**src/rtl/traffic_light_timer.sv**
```systemverilog
// traffic_light_timer: down-counting interval timer with pause, zero-load error and optional tick prescaler.
// Define TRAFFIC_TIMER_PRESCALE_EN to tick every PRESCALE clocks; otherwise every running cycle is a tick.
module traffic_light_timer #(
  parameter int WIDTH_TIMER = 4,
  parameter int PRESCALE = 1000
) (
  input  logic                   clk,
  input  logic                   rstn,
  input  logic                   load,
  input  logic [WIDTH_TIMER-1:0] load_value,
  input  logic                   pause,
  output logic                   done,
  output logic [WIDTH_TIMER-1:0] count,
  output logic                   busy,
  output logic                   load_err
);
  typedef enum logic [1:0] {IDLE, RUN, EXPIRED} state_t;
  state_t state, state_n;
  logic [WIDTH_TIMER-1:0] count_n;
  logic done_n, err_n, tick;
  if (PRESCALE < 2) begin : g_bad_prescale
    $error("PRESCALE must be at least 2");
  end
`ifdef TRAFFIC_TIMER_PRESCALE_EN
  localparam int PW = $clog2(PRESCALE);
  logic [PW-1:0] pre, pre_n;
  assign tick = pre == PW'(PRESCALE - 1);
  always_ff @(posedge clk or negedge rstn)
    if (!rstn) pre <= '0;
    else pre <= pre_n;
  always_comb begin
    pre_n = pre;
    if (load) pre_n = '0;
    else if (state == RUN && !pause) pre_n = tick ? '0 : pre + PW'(1);
  end
`else
  assign tick = 1'b1;
`endif
  always_ff @(posedge clk or negedge rstn)
    if (!rstn) begin
      state    <= IDLE;
      count    <= '0;
      done     <= 1'b0;
      load_err <= 1'b0;
    end else begin
      state    <= state_n;
      count    <= count_n;
      done     <= done_n;
      load_err <= err_n;
    end
  always_comb begin
    state_n = state;
    count_n = count;
    done_n  = done;
    err_n   = 1'b0;
    if (load) begin
      state_n = load_value != '0 ? RUN : EXPIRED;
      count_n = load_value;
      done_n  = load_value == '0;
      err_n   = load_value == '0;
    end else if (state == RUN && !pause && tick && count != '0) begin
      count_n = count - WIDTH_TIMER'(1);
      // the last tick of the interval lands in EXPIRED with done set
      done_n  = count == WIDTH_TIMER'(1);
      state_n = count == WIDTH_TIMER'(1) ? EXPIRED : RUN;
    end
  end
  assign busy = state == RUN;
endmodule
```
**config.mk**
```make
export PLATFORM = sky130hd
export DESIGN_NAME = traffic_light_timer
export DESIGN_NICKNAME = d
export VERILOG_FILES = /design/src/rtl/traffic_light_timer.sv
export SDC_FILE = /design/constraint.sdc
export NUM_CORES = 1
export LEC_CHECK = 0
export BUFFER_PORTS_ARGS = -buffer_cell sky130_fd_sc_hd__buf_2
export CORE_AREA = 2 2 39 41
export DETAILED_ROUTE_END_ITERATION = 10
export DIE_AREA = 0 0 41 43
export SYNTH_ARGS = -nofsm -noshare
export SYNTH_HDL_FRONTEND = slang
export SYNTH_SLANG_ARGS = --single-unit
```
**constraint.sdc**
```tcl
create_clock -name clk -period 1.85 [get_ports clk]
set_input_delay 0.185 -clock clk [delete_from_list [all_inputs] [get_ports clk]]
set_output_delay 0.185 -clock clk [all_outputs]
set_load 0.005 [all_outputs]
```
### After elaboration in Yosys (flattened, before gate mapping)

Cells that the tools add are included.

| cells by class | value |
|---|---|
| add/subtract/negate cells | 1 |
| equality and inequality tests | 2 |
| multiplexer cells | 9 |
| reductions and logical operators | 7 |

Operator list:

| kind | count |
|---|---|
| 2-to-1 mux 2 bit | 4 |
| 2-to-1 mux 4 bit | 2 |
| nonzero test 4 bit | 2 |
| equality test 4 x 1 -> 1 bit, second input constant | 1 |
| logical NOT 4 bit | 1 |
| subtractor 4 x 1 -> 4 bit, second input constant | 1 |
| 2-to-1 mux 1 bit | 3 |
| equality test 2 x 1 -> 1 bit, second input constant | 1 |
| logical AND 1 bit | 2 |
| nonzero test 2 bit | 1 |
| logical NOT 1 bit | 1 |

| word-level totals | value |
|---|---|
| register bits | 8 |
| bits of input ports | 8 |
| output and inout port bits | 7 |
| word-level logic and storage cells | 23 |

### Depth between registers and ports, before layout

| logic depth | value |
|---|---|
| depth in word-level cells | 5 |
| depth in mapped cells | 5 |
| mapped depth without buffers | 5 |

### Worst setup path before layout

No wires, ideal clock.

| timing | value |
|---|---|
| path kind | register to register |
| start point | register count[0] |
| end point | register state[0] |
| setup time | 0.125 ns |
| arrival | 1.565 ns |
| data required time | 1.725 ns |
| slack | 0.160 ns |
| cell stages (with the launch flop) | 6 |
| path buffers | 0 |
| period minus slack after synthesis | 1.690 ns |
| cells stage by stage | dfrtp_1 -> inv_1 -> ha_1 -> or3b_4 -> a21o_1 -> mux2_4 |

| between the ends | value |
|---|---|
| word-level cells in the longest chain between the ends | 4 |
| elaborated cells on any way between the ends | 7 |

RTL lines:

| what | line | source |
|---|---|---|
| start, declared | 13 | `output logic [WIDTH_TIMER-1:0] count,` |
| start signal, assigned | 47 | `count <= count_n;` |
| equality test 4 x 1 -> 1 bit | 65 | `state_n = count == WIDTH_TIMER'(1) ? EXPIRED : RUN;` |
| 2-to-1 mux 2 bit | 65 |  |
| 2-to-1 mux 2 bit | 61 | `end else if (state == RUN && !pause && tick && count != '0) begin` |
| 2-to-1 mux 2 bit | 56 | `if (load) begin` |
| end signal, assigned | 46 | `state <= state_n;` |
| end, declared | 18 | `state_t state, state_n;` |

Parallel ways exist; a longest one is shown, timed or not. The select of a mux whose other input is x is not followed.
A chain may end at the register's enable or synchronous reset.

### Worst setup path in the final report

| timing | value |
|---|---|
| start point | register count[1] |
| end point | register state[0] |

Same word-level chain as after synthesis.

==> impl_metrics.csv <==
group,metric,value,unit
pwr,p_leak,0.268,nW
floorplanning,die_w,41,um
critical_path,start_kind,"flop",
synth,synth_cells,43,
flow_run,max_cap_violations,0,
critical_path,crit_chain,"inv_1 > ha_1 > or3b_4 > a21o_1 > mux2_4",
global_route,grt_first_pass_wirelength,1710,um
hold_path,hold_class,"input pin to flop",
floorplanning,rows,14,
critical_path,arrival,1900,ps
sta,slew_violations,0,
drt,vias_per_cell,5.17,
layout,drive_gt1_frac,0.355,
synth,synthTopCellsByArea,"dfrtp_1 39%, ha_1 8.4%, a21oi_1 4.5%",
global_route,antenna_found_initial,0,
global_route,grt_max_degree,13,
clocking,insertion_delay,250,ps
status,status,"finished clean",
clocking,clock_sinks,7,
layout,multiInputGateArea,258,um^2
place,dp_hpwl,812,um
drt,wl_per_cell,12.6,um
synth,ys_types,26,
synth,synth_top_area_share,0.391,
global_route,grt-ovfl-total,0,
layout,utilization,0.418,
global_route,grt_pass1_vias,391,
global_route,gr-usage-all-layers,0.146,
drt,drc,0,
clocking,cts_buffers,3,
critical_path,worstPathRequired,1990,ps
synth,synthesis.nets,54,
sta,hold_viol,0,
clocking,post_cts_buffers,0,
critical_path,cpPeakStageDelay,410,ps
place,place_ws,97.2,ps
layout,final-seq-area,175,um^2
clocking,clockRootBuffer,"clkbuf_4",
floorplanning,coreArea,1380,um^2
drt,drt_iter0_drc,8,
synth,synth-seq-cells,7,
drt,ant_nets,0,
sta,finalWorstSetupSlack,89.8,ps
clocking,htreeDepth,1,
sta,maxSlewHeadroom,0.820,
sta,fmax,0.568,GHz
synth,yosys.area.top_type,"dfrtp_1",
sta,skew,5.41,ps
critical_path,crit_slowest_cell,"or3b_4",
drt,routed_wl,984,um
critical_path,path_class,"flop to flop",
sta,min_period,1760,ps
pwr,powerDensity,765,nW/um^2
layout,nets,74,
clocking,clockBufferDepth,2,
sta,layout_worst_path_cycle_share,0.951,
layout,diodes,0,
critical_path,crit_path_end_kind,"flop",
place,io_buffers,14,
sta,rsz0062_at_grt,"no",
drt,vias,403,
layout,fillers,144,
floorplanning,die_y,43,um
floorplanning,dieArea,1760,um^2
place,gp_congestion,0.771,
floorplanning,io_pins,15,
synth,post_synth.cell_area_avg,10.4,um^2
critical_path,path_max_fanout,5,
synth,yosys_warnings,0,
critical_path,rrSetupSlack,90,ps
floorplanning,start_util,0.324,
clocking,cts_tree,"done",
sta,finalSetupViolCount,0,
pwr,ir_worst_vdd,428,uV
clocking,clk_pin_slew_worst_paths,50,ps
sta,worstMarginPinSlew,267,ps
synth,ys_seq_area_frac,0.391,
drt,first_pass_iters,4,
synth,synthesis.area,448,um^2
layout,syn_to_final_growth,29.1,%
sta,tns,0,ps
-- worst max-delay path: cells and delay by family, from the launching register on --
family | cells | cell delay (ps)
AOI/OAI and AO/OA | 1 | 210
adders and majority gates | 1 | 200
buffers and inverters | 1 | 140
DFF | 1 | 380
muxes | 1 | 290
and+or+nand+nor | 1 | 410
-- synth_stat cells --
cell / count
nor4_1: 2
a21oi_1: 4
nand2_1: 1
and2b_2: 1
or4b_1: 1
nand3_1: 1
mux2_4: 1
nand2b_1: 2
nor3b_1: 2
o41ai_1: 1
inv_1: 3
clkbuf_1: 1
a211o_1: 1
a41oi_1: 1
o31a_1: 2
a211oi_1: 1
or3b_4: 1
nor2b_1: 1
a21o_1: 1
o41a_1: 1
or3b_1: 1
dfrtp_1: 7
nor3_1: 1
or4_1: 1
and4_1: 1
ha_1: 3
-- where the power goes --
| group | internal, mW | switching, mW |
|---|---|---|
| registers | 0.169 | 0.0188 |
| logic | 0.0597 | 0.0570 |
| clock network | 0.0822 | 0.0554 |
-- timing repair --
| action | CTS | global route |
|---|---|---|
| setup endpoints to repair | 0 | 1 |
| endpoints found under the hold margin | 7 | 0 |
| gates resized for setup | 0 | 1 |
| hold buffers | 1 | 0 |
-- cells by family (layout without fill, tap and decap cells) --
family / after synthesis / after routing / synth area share
compound gates: 12 / 12 / 0.201
simple gates: 16 / 16 / 0.257
mux: 1 / 1 / 0.0335
fa+ha+maj: 3 / 3 / 0.0838
buf+inv: 4 / 23 / 0.0335
flops: 7 / 7 / 0.391
-- layer usage --
| metal | track usage | up-vias | share of wire |
|---|---|---|---|
| met3 | 0.0157 | 2 | 0.064 |
| met4 | 0.100 | 0 | 0.015 |
| met2 | 0.206 | 12 | 0.51 |
| met1 | 0.201 | 184 | 0.41 |
| li1 | - | 205 | - |
| met5 | 0 | - | 0 |
-- worst paths after layout --
kind	start	end	depth (start not counted)
worst max-delay path	count[1]$_DFFE_PN0P_	state[0]$_DFFE_PN0P_	5
worst min-delay path	load_value[0]	load_err$_DFF_PN0_	2
worst max register to register	count[1]$_DFFE_PN0P_	state[0]$_DFFE_PN0P_	5
worst min register to register	state[0]$_DFFE_PN0P_	state[0]$_DFFE_PN0P_	1
max in group asynchronous	rstn	count[1]$_DFFE_PN0P_	2
min in group asynchronous	rstn	count[2]$_DFFE_PN0P_	2
-- area by class of cell --
class	count	area share
clock buffers	4	0.0455
multi-input cells	32	0.446
well taps	16	0.0346
inverters	3	0.0195
flip-flops and latches	7	0.303
repair buffers	16	0.152
-- cell usage in the layout, fill, tap and decap left out, types with 2 or more instances in the layout --
| cell type | count |
|---|---|
| o31a_1 | 2 |
| buf_2 | 14 |
| dfrtp_1 | 7 |
| inv_1 | 2 |
| ha_1 | 3 |
| clkbuf_4 | 3 |
| nor3b_1 | 2 |
| nor4_1 | 2 |
| nand2b_1 | 2 |
| a21oi_1 | 4 |
-- through the flow --
step | std cells | hold WS (ps) | power (mW) | area, um^2
floorplan | 43 | -111 | 0.256 | 448
global placement | 73 | 26.3 | 0.306 | 542
global route | 78 | 128 | 0.476 | 578
finish | 78 | 125 | 0.442 | 578
detailed placement | 73 | 27.1 | 0.307 | 542
CTS | 78 | 119 | 0.452 | 578
-- flip-flops by register name, summed over array words and instances, names as in the netlist --
register,flops
load_err,1
count,4
state,1
done,1
Note: power is estimated with default switching activity, not from simulation.
